File: src/rtl/uart_pkg.sv
// Shared types for the configurable UART transmitter: FSM state encoding,
// parity-type constants and the parity helper used when a word is latched.
// Latency: n/a (types and a pure function). Backpressure: n/a.
package uart_pkg;

   // Transmit FSM states; busy is simply "not IDLE".
   typedef enum logic [2:0] {
      IDLE   = 3'd0,
      START  = 3'd1,
      DATA   = 3'd2,
      PARITY = 3'd3,
      STOP   = 3'd4
   } tx_state_e;

   // Parity type selector values (PAR_TYP input).
   localparam logic PAR_EVEN = 1'b0;
   localparam logic PAR_ODD  = 1'b1;

   // Widest frame payload supported; narrower words are zero-extended,
   // which leaves the XOR reduction unchanged.
   localparam int MAX_DATA_WD = 9;

   // Parity bit for a data word: even -> ^data, odd -> ~^data.
   function automatic logic calc_parity(input logic [MAX_DATA_WD-1:0] data,
                                        input logic                   par_typ);
      logic p;
      case (par_typ)
         PAR_EVEN: p = ^data;
         PAR_ODD:  p = ~^data;
         default:  p = ^data;
      endcase
      return p;
   endfunction

endpackage

File: src/rtl/uart_tx_fifo.sv
// Generic synchronous FIFO (no bypass) buffering words ahead of the serialiser.
// Latency: a pushed word is visible at the head (empty_o low) from the next edge.
// Backpressure: full_o is registered; pushes while full and pops while empty are ignored.
//
// Ports:
//   clk_i, rst_ni       clock, synchronous active-low reset
//   push_i, wdata_i     write strobe and data
//   pop_i, rdata_o      read strobe and head-of-queue data (combinational read)
//   full_o, empty_o     registered status flags
//   count_o             current occupancy, 0..DEPTH
module uart_tx_fifo #(
   parameter int WIDTH = 8,
   parameter int DEPTH = 4
) (
   input  logic                     clk_i,
   input  logic                     rst_ni,
   input  logic                     push_i,
   input  logic [WIDTH-1:0]         wdata_i,
   input  logic                     pop_i,
   output logic [WIDTH-1:0]         rdata_o,
   output logic                     full_o,
   output logic                     empty_o,
   output logic [$clog2(DEPTH):0]   count_o
);

   localparam int PTR_WD = $clog2(DEPTH);
   localparam int CNT_WD = PTR_WD + 1;

   logic [WIDTH-1:0]  mem_q [DEPTH];
   logic [PTR_WD-1:0] wr_ptr_q, rd_ptr_q;
   logic [CNT_WD-1:0] count_q, count_d;
   logic              full_q, empty_q;
   logic              push_ok, pop_ok;

   assign push_ok = push_i & ~full_q;
   assign pop_ok  = pop_i  & ~empty_q;

   // Simultaneous push and pop leaves the occupancy unchanged.
   always_comb begin
      count_d = count_q;
      if (push_ok && !pop_ok) begin
         count_d = count_q + CNT_WD'(1);
      end else if (!push_ok && pop_ok) begin
         count_d = count_q - CNT_WD'(1);
      end
   end

   // DEPTH is a power of two, so the pointers wrap naturally.
   always_ff @(posedge clk_i) begin
      if (!rst_ni) begin
         wr_ptr_q <= '0;
         rd_ptr_q <= '0;
         count_q  <= '0;
         full_q   <= 1'b0;
         empty_q  <= 1'b1;
      end else begin
         if (push_ok) begin
            wr_ptr_q <= wr_ptr_q + PTR_WD'(1);
         end
         if (pop_ok) begin
            rd_ptr_q <= rd_ptr_q + PTR_WD'(1);
         end
         count_q <= count_d;
         full_q  <= (count_d == CNT_WD'(DEPTH));
         empty_q <= (count_d == '0);
      end
   end

   // Storage carries no reset: stale entries are unreachable once the
   // pointers are cleared.
   always_ff @(posedge clk_i) begin
      if (rst_ni && push_ok) begin
         mem_q[wr_ptr_q] <= wdata_i;
      end
   end

   assign rdata_o = mem_q[rd_ptr_q];
   assign full_o  = full_q;
   assign empty_o = empty_q;
   assign count_o = count_q;

endmodule

File: src/rtl/uart_tx_cfg.sv
// FIFO-buffered UART transmitter: LSB-first words, optional parity, 1/2 stop bits, runtime baud divisor.
// Latency: word pushed into an empty FIFO while idle starts its START bit one clock later; frames run back-to-back.
// Backpressure: Data_Ready = !full (registered flag); the producer holds Data_Valid until accepted.
//
// Ports:
//   CLK, RST            clock, synchronous active-low reset
//   P_DATA, Data_Valid  word offered by the producer
//   Data_Ready          FIFO can take a word this cycle
//   PAR_EN, PAR_TYP     parity enable, parity type (0 even, 1 odd)
//   STOP2               two stop bits when high
//   BAUD_DIV            clocks per bit (0 behaves as 1)
//   TX_OUT              registered serial line, idles high
//   busy                FSM not in IDLE
//   fifo_count          FIFO occupancy
module uart_tx_cfg #(
   parameter int DATA_WD = 8,
   parameter int DEPTH   = 4,
   parameter int DIV_WD  = 16
) (
   input  logic                     CLK,
   input  logic                     RST,
   input  logic [DATA_WD-1:0]       P_DATA,
   input  logic                     Data_Valid,
   output logic                     Data_Ready,
   input  logic                     PAR_EN,
   input  logic                     PAR_TYP,
   input  logic                     STOP2,
   input  logic [DIV_WD-1:0]        BAUD_DIV,
   output logic                     TX_OUT,
   output logic                     busy,
   output logic [$clog2(DEPTH):0]   fifo_count
);

   import uart_pkg::*;

   localparam int                IDX_WD   = $clog2(DATA_WD);
   localparam logic [IDX_WD-1:0] LAST_IDX = IDX_WD'(DATA_WD - 1);

   // FIFO interface
   logic [DATA_WD-1:0] fifo_rdata;
   logic               fifo_full;
   logic               fifo_empty;
   logic               fifo_pop;

   // FSM and timing state
   tx_state_e          state_q, state_d;
   logic [DIV_WD-1:0]  cnt_q, cnt_d;
   logic [IDX_WD-1:0]  idx_q, idx_d;
   logic [IDX_WD-1:0]  nxt_idx;
   logic               tx_q, tx_d;
   logic               bit_end;

   // Per-frame configuration, captured when the word leaves the FIFO
   logic [DATA_WD-1:0] data_q;
   logic               par_q;
   logic               par_en_q;
   logic               stop2_q;
   logic [DIV_WD-1:0]  div_m1_q;

   // Values captured at pop time
   logic [DIV_WD-1:0]  baud_m1;
   logic               head_par;

   uart_tx_fifo #(
      .WIDTH (DATA_WD),
      .DEPTH (DEPTH)
   ) u_fifo (
      .clk_i   (CLK),
      .rst_ni  (RST),
      .push_i  (Data_Valid),
      .wdata_i (P_DATA),
      .pop_i   (fifo_pop),
      .rdata_o (fifo_rdata),
      .full_o  (fifo_full),
      .empty_o (fifo_empty),
      .count_o (fifo_count)
   );

   assign Data_Ready = ~fifo_full;

   // The bit counter holds "clocks remaining minus one", so a divisor of
   // 0 or 1 both load 0 and every clock is a bit boundary.
   assign baud_m1  = (BAUD_DIV == '0) ? '0 : BAUD_DIV - DIV_WD'(1);
   assign head_par = calc_parity(MAX_DATA_WD'(fifo_rdata), PAR_TYP);

   assign bit_end = (cnt_q == '0);
   assign nxt_idx = idx_q + IDX_WD'(1);

   // Next-state logic. tx_d is the line level for the bit that starts at
   // the coming edge, so TX_OUT changes exactly on bit boundaries.
   always_comb begin
      state_d  = state_q;
      cnt_d    = cnt_q;
      idx_d    = idx_q;
      tx_d     = tx_q;
      fifo_pop = 1'b0;

      if (state_q != IDLE) begin
         cnt_d = bit_end ? div_m1_q : cnt_q - DIV_WD'(1);
      end

      case (state_q)
         IDLE: begin
            tx_d     = 1'b1;
            fifo_pop = ~fifo_empty;
         end
         START: begin
            if (bit_end) begin
               state_d = DATA;
               idx_d   = '0;
               tx_d    = data_q[0];
            end
         end
         DATA: begin
            if (bit_end) begin
               if (idx_q == LAST_IDX) begin
                  idx_d = '0;
                  if (par_en_q) begin
                     state_d = PARITY;
                     tx_d    = par_q;
                  end else begin
                     state_d = STOP;
                     tx_d    = 1'b1;
                  end
               end else begin
                  idx_d = nxt_idx;
                  tx_d  = data_q[nxt_idx];
               end
            end
         end
         PARITY: begin
            if (bit_end) begin
               state_d = STOP;
               tx_d    = 1'b1;
            end
         end
         STOP: begin
            // idx_q counts stop bits: 0 = first, 1 = second.
            if (bit_end) begin
               if (stop2_q && (idx_q == '0)) begin
                  idx_d = IDX_WD'(1);
                  tx_d  = 1'b1;
               end else if (!fifo_empty) begin
                  fifo_pop = 1'b1;
               end else begin
                  state_d = IDLE;
                  tx_d    = 1'b1;
               end
            end
         end
         default: begin
            state_d = IDLE;
            tx_d    = 1'b1;
         end
      endcase

      // A pop always launches a new frame on the same edge, giving
      // back-to-back frames with no idle bit between them.
      if (fifo_pop) begin
         state_d = START;
         tx_d    = 1'b0;
         cnt_d   = baud_m1;
         idx_d   = '0;
      end
   end

   always_ff @(posedge CLK) begin
      if (!RST) begin
         state_q  <= IDLE;
         cnt_q    <= '0;
         idx_q    <= '0;
         tx_q     <= 1'b1;
         data_q   <= '0;
         par_q    <= 1'b0;
         par_en_q <= 1'b0;
         stop2_q  <= 1'b0;
         div_m1_q <= '0;
      end else begin
         state_q <= state_d;
         cnt_q   <= cnt_d;
         idx_q   <= idx_d;
         tx_q    <= tx_d;
         // Config inputs are only sampled here, so mid-frame changes
         // apply from the next frame onward.
         if (fifo_pop) begin
            data_q   <= fifo_rdata;
            par_q    <= head_par;
            par_en_q <= PAR_EN;
            stop2_q  <= STOP2;
            div_m1_q <= baud_m1;
         end
      end
   end

   assign TX_OUT = tx_q;
   assign busy   = (state_q != IDLE);

endmodule

File: config.mk
export PLATFORM = sky130hd
export DESIGN_NAME = uart_tx_cfg
export DESIGN_NICKNAME = d
export VERILOG_FILES = /design/src/rtl/uart_pkg.sv /design/src/rtl/uart_tx_fifo.sv /design/src/rtl/uart_tx_cfg.sv
export SDC_FILE = /design/constraint.sdc
export NUM_CORES = 1
export LEC_CHECK = 0
export CAP_MARGIN = 25
export CORE_MARGIN = 2
export CORE_UTILIZATION = 46
export CTS_BUF_LIST = sky130_fd_sc_hd__clkbuf_2
export DETAILED_ROUTE_END_ITERATION = 8
export GPL_ROUTABILITY_DRIVEN = 0
export PLACE_DENSITY_LB_ADDON = 0.25
export SETUP_SLACK_MARGIN = 0.1
export SLEW_MARGIN = 5
export SYNTH_ARGS = -nofsm -noshare
export SYNTH_HDL_FRONTEND = slang
export SYNTH_HIERARCHICAL = 1
export SYNTH_SLANG_ARGS = --single-unit
File: constraint.sdc
create_clock -name CLK -period 2.6 [get_ports CLK]
set_input_delay 0.39 -clock CLK [delete_from_list [all_inputs] [get_ports CLK]]
set_output_delay 0.39 -clock CLK [all_outputs]
set_load 0.02 [all_outputs]
# After elaboration in Yosys (flattened, before gate mapping)
# Memory sizes are Yosys's and may differ from the RTL's. A register that Yosys moved wholly into a read port is not among the register bits.
# Index checks and enable logic that the tools add are counted.
# Widths: inputs -> output; s select.
dict set report op_classes {
  addsub 7
  magnitude_cmp 1
  n_eq_ne 23
  muxes 43
  bitwise_logic 7
  n_reduce_logical 21
}
# operator n
set op_table {}
lappend op_table {{$mux 16} 4}
lappend op_table {{$mux 3} 15}
lappend op_table {{$logic_not 16->1} 2}
lappend op_table {{$sub 16x1->16 const B} 2}
lappend op_table {{$ne 3x2->1 const B} 6}
lappend op_table {{$mux 1} 16}
lappend op_table {{$reduce_and 8->1} 2}
lappend op_table {{$pmux 3 s5} 1}
lappend op_table {{$ne 2x2->1 const B} 7}
lappend op_table {{$reduce_and 5->1} 2}
lappend op_table {{$eq 3x3->1 const B} 3}
lappend op_table {{$logic_not 3->1} 3}
lappend op_table {{$pmux 3 s3} 1}
lappend op_table {{$reduce_xnor 9->1} 1}
lappend op_table {{$reduce_xor 9->1} 1}
lappend op_table {{$add 3x1->3 const B} 2}
lappend op_table {{$eq 3x2->1 const B} 2}
lappend op_table {{$reduce_bool 3->1} 2}
lappend op_table {{$not 1->1} 5}
lappend op_table {{$add 2x1->2 const B} 2}
lappend op_table {{$logic_and 1x1->1} 4}
lappend op_table {{$lt 3x4->1 const B} 1}
lappend op_table {{$mux 2} 2}
lappend op_table {{$ne 2x1->1 const B} 2}
lappend op_table {{11 further kinds} 14}
dict set report totals {
  reg_bits 59
  mem_bits_rw 32
  inputBits 30
  output_inout_bits 6
  elab_cells 118
  memories 1
}
# name words word_bits rd rd_clocked_by_memory_dff wr line_no
set memory_table {}
lappend memory_table {u_fifo.mem_q 4 8 1 1 1 uart_tx_fifo.sv:29} ;# logic [WIDTH-1:0] mem_q [DEPTH];

# Depth between registers and ports, before layout
dict set report logic_depth {
  depth_word 10
  depth_mapped 13
  depth_no_buf 10
}

# Cells and area by module
# The synthesis kept the hierarchy.
# mod n_inst cells_each area_each_um2
set modules_own_cells {}
lappend modules_own_cells {uart_tx_cfg 1 399 3194.3}
lappend modules_own_cells {uart_tx_fifo 1 105 1735.4}

# Least setup slack after synthesis
# OpenSTA, ideal clock, no wires.
dict set report synth_path {
  path_type {reg-to-reg}
  start {reg state_q[2]}
  end {reg u_fifo.empty_q, in the netlist u_fifo/empty_o}
  setup_ns 0.072
  arrival_time_ns 2.560
  setup_slack_ns -0.031
  stages_incl_launch_ff 12
  synth_period_minus_slack_ns 2.631
  cell_sequence {dfxtp_1 -> nor3_2 -> clkinv_1 -> o22a_1 -> buf_6 -> clkinv_2 -> buf_12 -> buf_6 -> nor2b_2 -> nor2_1 -> a221oi_2 -> a2bb2oi_1}
}
dict set report synth_between {
  elab_chain_cells 7
  word_cells_on_any_way 10
  classes_between {1 x eq/ne; 3 x mux; 1 x bitwise; 5 x reduce/logical}
}
# element line_no
set synth_lines {}
lappend synth_lines {{start, declared} uart_tx_cfg.sv:46} ;# tx_state_e state_q, state_d;
lappend synth_lines {{start signal, assigned} uart_tx_cfg.sv:179} ;# state_q <= state_d;
lappend synth_lines {{$eq 3x3->1 / $logic_not 3->1 (equally long branches)} uart_tx_cfg.sv:102} ;# case (state_q)
lappend synth_lines {{$pmux 1 s2 *} uart_tx_cfg.sv:102}
lappend synth_lines {{named net fifo_pop} uart_tx_cfg.sv:43} ;# logic fifo_pop;
lappend synth_lines {{$and 1x1->1 *} uart_tx_fifo.sv:36} ;# assign pop_ok = pop_i & ~empty_q;
lappend synth_lines {{$logic_and 1x1->1 / $logic_not 1->1 (equally long branches)} {uart_tx_fifo.sv:43, uart_tx_fifo.sv:41}}
lappend synth_lines {{$mux 3 / $logic_and 1x1->1 (equally long branches)} {uart_tx_fifo.sv:43, uart_tx_fifo.sv:41}}
lappend synth_lines {{$mux 3 *} uart_tx_fifo.sv:41} ;# if (push_ok && !pop_ok) begin
lappend synth_lines {{$logic_not 3->1 *} uart_tx_fifo.sv:65} ;# empty_q <= (count_d == '0);
lappend synth_lines {{end signal, assigned} uart_tx_fifo.sv:65}
lappend synth_lines {{end, declared} uart_tx_fifo.sv:32} ;# logic full_q, empty_q;
# The timed path passes the listed nets; every way through them passes the cells marked *.
# A chain may end at the register's enable or synchronous reset.

# Final worst setup path
dict set report layout_path {
  start {reg cnt_q[0]}
  end {reg u_fifo.empty_q, in the netlist u_fifo/empty_o}
}
dict set report layout_between {
  elab_chain_cells 8
  word_cells_on_any_way 10
  classes_between {4 x mux; 1 x bitwise; 5 x reduce/logical}
}
# element line_no
set layout_lines {}
lappend layout_lines {{start, declared} uart_tx_cfg.sv:47} ;# logic [DIV_WD-1:0] cnt_q, cnt_d;
lappend layout_lines {{start signal, assigned} uart_tx_cfg.sv:180} ;# cnt_q <= cnt_d;
lappend layout_lines {{$logic_not 16->1 *} uart_tx_cfg.sv:86} ;# assign bit_end = (cnt_q == '0);
lappend layout_lines {{$mux 1 *} uart_tx_cfg.sv:139} ;# if (bit_end) begin
lappend layout_lines {{$pmux 1 s2 *} uart_tx_cfg.sv:102}
lappend layout_lines {{$and 1x1->1 *} uart_tx_fifo.sv:36}
lappend layout_lines {{$logic_and 1x1->1 / $logic_not 1->1 (equally long branches)} {uart_tx_fifo.sv:43, uart_tx_fifo.sv:41}}
lappend layout_lines {{$mux 3 / $logic_and 1x1->1 (equally long branches)} {uart_tx_fifo.sv:43, uart_tx_fifo.sv:41}}
lappend layout_lines {{$mux 3 *} uart_tx_fifo.sv:41}
lappend layout_lines {{$logic_not 3->1 *} uart_tx_fifo.sv:65}
# Every way passes the cells marked *; elsewhere a longest branch is shown, timed or not.

==> results by group <==
Synth
  – Sequential element share of the synthesized area: 44.26%
  – Post-synth EDFFs: 32
  – Synth async-reset ratio: 0%
  – Distinct cells, synth: 74
  – Leading register cell type out of synthesis: sky130_fd_sc_hd__dfxtp_1
  – Yosys Warn Count: 6
  – Post-synthesis sequential element count: 93
  – Synthesized area divided by synthesized cell count: roughly 9.8 sq um
  – Post-Synthesis Cell Area: 0.004930 sq mm
  – Synthesized instance count: 504
  – Synthesized Nets: about 550

Setup path
  – Register-to-register path setup slack: approximately 0.28 ns
  – Worst setup path class: reg2reg
  – Largest fanout of any net on the critical path: 6
  – Required time of the critical path: between 3 and 4 ns
  – Arr. time, crit path: 2.83 ns
  – Worst Reg2Reg Path Length in Cells: 10
  – Kind of capture point of the worst setup path: flop
  – Crit path launch type: flop

Timing
  – Post-Route Skew: around 0.041 ns
  – Max-slew violations: 0
  – Period utilization: between 80% and 90%
  – Post-Route Hold Slack: between 0.3 and 0.4 ns
  – Final worst slack: 0.2812 ns
  – RSZ-0062 raised after global routing: true
  – Final Critical Period: 2.319 ns
  – Final hold vios: 0
  – Worst Max-Slew Pin Slew: 0.5753 ns
  – Final setup violation count: 0
  – Total negative slack: 0 ns
  – Achievable Freq: ~0.43 GHz
  – Relative slew slack: roughly three fifths

Min path
  – Worst hold stages: 3
  – Hold Crit Class: in2reg

GRT
  – Overflow left after global routing: 0
  – Global-route wire length before repair: 18.51 mm
  – Overall Global Routing Usage: 20.20%
  – Vias in the first global route: 3823
  – Largest net degree at the start of global routing: 39
  – Antenna violations before repair: 0

Clock tree
  – CTS Buf Count: 9
  – Clock edge transition at the registers on the reported setup and hold paths: approximately 0.29 ns
  – Post-CTS setup buffers: 0
  – Post-CTS Hold Buffers: 0
  – Source-to-sink clock delay at the later pin of the worst-skew pair: 0.58 ns
  – CTS H-Tree Depth: 3
  – TritonCTS clock tree: done
  – Root buf cell: sky130_fd_sc_hd__clkbuf_2
  – Resize count post-CTS: 0
  – Max Buffers Root-to-Sink: 2
  – Sink count of the clock tree: 93

Placement
  – Post-Place Setup Slack: 0.04504 ns
  – Total half-perimeter wirelength after legalization and detailed placement: 8.041 mm
  – Cell Area, Placed: about 0.0054 sq mm
  – Number of port buffers: 35

Layout
  – Number of nets at the end of the flow: ~580
  – Ratio of cells with drive above 1 in the final layout: 14.63%
  – Final standard cell area without fillers: 0.005573 sq mm
  – Area growth, synth to finish: 13.05%
  – Fill cells: 961
  – Inserted Diodes: 0

Power and ir drop
  – Leakage component of the power: approximately 2 nW
  – Power density of the placed cells: 957.9 mW/mm^2
  – Power consumption: 5.338 mW
  – VDD IR max: 0.4862 mV

Floorplanning
  – Effective utilization at floorplan: 47.54%
  – DIE AREA: 0.01156 sq mm
  – I/O Pins: 36
  – Floorplan die width: 107.5 microns
  – Core outline area: 0.01037 sq mm
  – Total number of placement rows: 37
  – Die height: 107.5 microns

Drt
  – Initial detailed-routing violation count: roughly 290
  – Vias/cell: 5.823
  – Wire length reported by the detailed router: approximately 11 mm
  – Remaining antenna violation count: 0
  – DRC violation count after routing: 0
  – Pre-antenna DRT Iters: 4
  – WL per Instance: ~17 microns
  – DR vias: ~4000

Flow run
  – Number of max-capacitance violations reported: 0

Run status
  – Run status: finished clean
## cell families after synthesis
family | after synthesis | synth area share [%]
AOI/OAI and AO/OA | 128 | 16.57
xor gates and xnor gates | 29 | 5.152
adders and majority gates | 12 | 3.046
buffers and inverters | 48 | 5.076
DFF | 93 | 44.26
muxes | 14 | 5.432
and+or+nand+nor | 180 | 20.46
## final cells by class
type	count	area, sq um	area share [%]
Clock buffer	9	45.04	0.8083
Sequential cell	93	2183	39.18
Multi-Input combinational cell	363	2509	45.02
Timing Repair Buffer	57	519.2	9.317
Tap cell	136	170.2	3.053
Clock inverter	7	76.32	1.370
Inverter	18	70.07	1.257
## final timing paths
kind / from / to
min reg2reg: div_m1_q[6] / div_m1_q[6]
max: cnt_q[0] / u_fifo/empty_o
max reg2reg: cnt_q[0] / u_fifo/empty_o
min: STOP2 / stop2_q
## metrics by stage
step	instances	utilization, %
CTS	683	53.64
floorplan	504	-
global placement	667	52.47
detailed placement	667	52.47
finish	683	53.74
global route	683	53.74
## worst max-delay path, stage by stage (launching register included)
cell and delay, ns:
sky130_fd_sc_hd__dfxtp_1 0.41, sky130_fd_sc_hd__inv_1 0.09, sky130_fd_sc_hd__ha_1 0.22, sky130_fd_sc_hd__nor3b_4 0.23, sky130_fd_sc_hd__nand3_2 0.14, sky130_fd_sc_hd__o22a_1 0.25
sky130_fd_sc_hd__clkinv_2 0.08, sky130_fd_sc_hd__nor2b_4 0.23, sky130_fd_sc_hd__nor2_1 0.11, sky130_fd_sc_hd__a221oi_2 0.34, sky130_fd_sc_hd__a2bb2oi_1 0.19
## synth_stat cells (all sizes together), types with 3 or more instances
master  count  share of area [%]
nand3b      3               0.46
a31o        3               0.53
buf        14                2.5
nand2b      4               0.66
clkbuf     16                1.2
a211oi      8                1.2
o211ai      5               0.76
nor2       26                2.0
nand3      21                2.9
xnor2      22                3.9
or3         5               0.63
and2        7               0.89
nor4       11                1.8
inv        16                1.2
a21o        6               0.91
edfxtp     32                 19
o22ai       3               0.38
o31ai       5               0.76
nor3       10                1.1
or4         7                1.1
nand2      57                4.3
xor2        7                1.2
a21oi      44                4.6
nand4      10                1.4
a31oi       4               0.51
dfxtp      61                 25
o21ai      29                2.9
ha         12                3.0
mux4       10                4.6
and3        5               0.63
## state kept, by name, summed over array words and instances (netlist names), 2 cells and up, named ones only
signal,flops
u_fifo/mem_q,32
cnt_q,16
div_m1_q,16
data_q,8
idx_q,3
state_q,3
u_fifo/count_o,3
u_fifo/rd_ptr_q,2
u_fifo/wr_ptr_q,2
## per-layer routing
metal	vias to the layer above	global-route usage, %	part of all wire, %
li1	1940	-	-
met1	1935	28.51	48
met2	87	32.57	47
met3	15	2.421	3.6
met4	0	6.136	1.3
met5	-	0	0
## where the power goes
group | switching, mW | total (mW) | internal, mW | leakage [nW]
Combinational | 1.40 | 2.50 | 1.09 | 1.09
Clock | 0.580 | 0.748 | 0.168 | 0.0756
Sequential | 0.294 | 2.10 | 1.80 | 0.792
Total | 2.28 | 5.34 | 3.06 | 1.95
## cell usage in the layout, fill, tap and decap left out, drive strengths merged, types with 3 or more instances in the layout
cell type / n
nand3b: 3
and2: 7
inv: 21
a31o: 3
clkdlybuf4s50: 35
nand3: 21
o211ai: 5
a211oi: 8
nand4: 10
nor4: 11
clkinv: 4
nand2b: 4
clkbuf: 9
o22ai: 3
o21ai: 29
o31ai: 5
a31oi: 4
and3: 5
a21oi: 44
dfxtp: 61
or3: 5
xnor2: 22
nor2: 26
ha: 12
edfxtp: 32
nand2: 57
mux4: 10
or4: 7
nor3: 10
buf: 22
xor2: 7
a21o: 6
(Power assumes the default switching activity.)
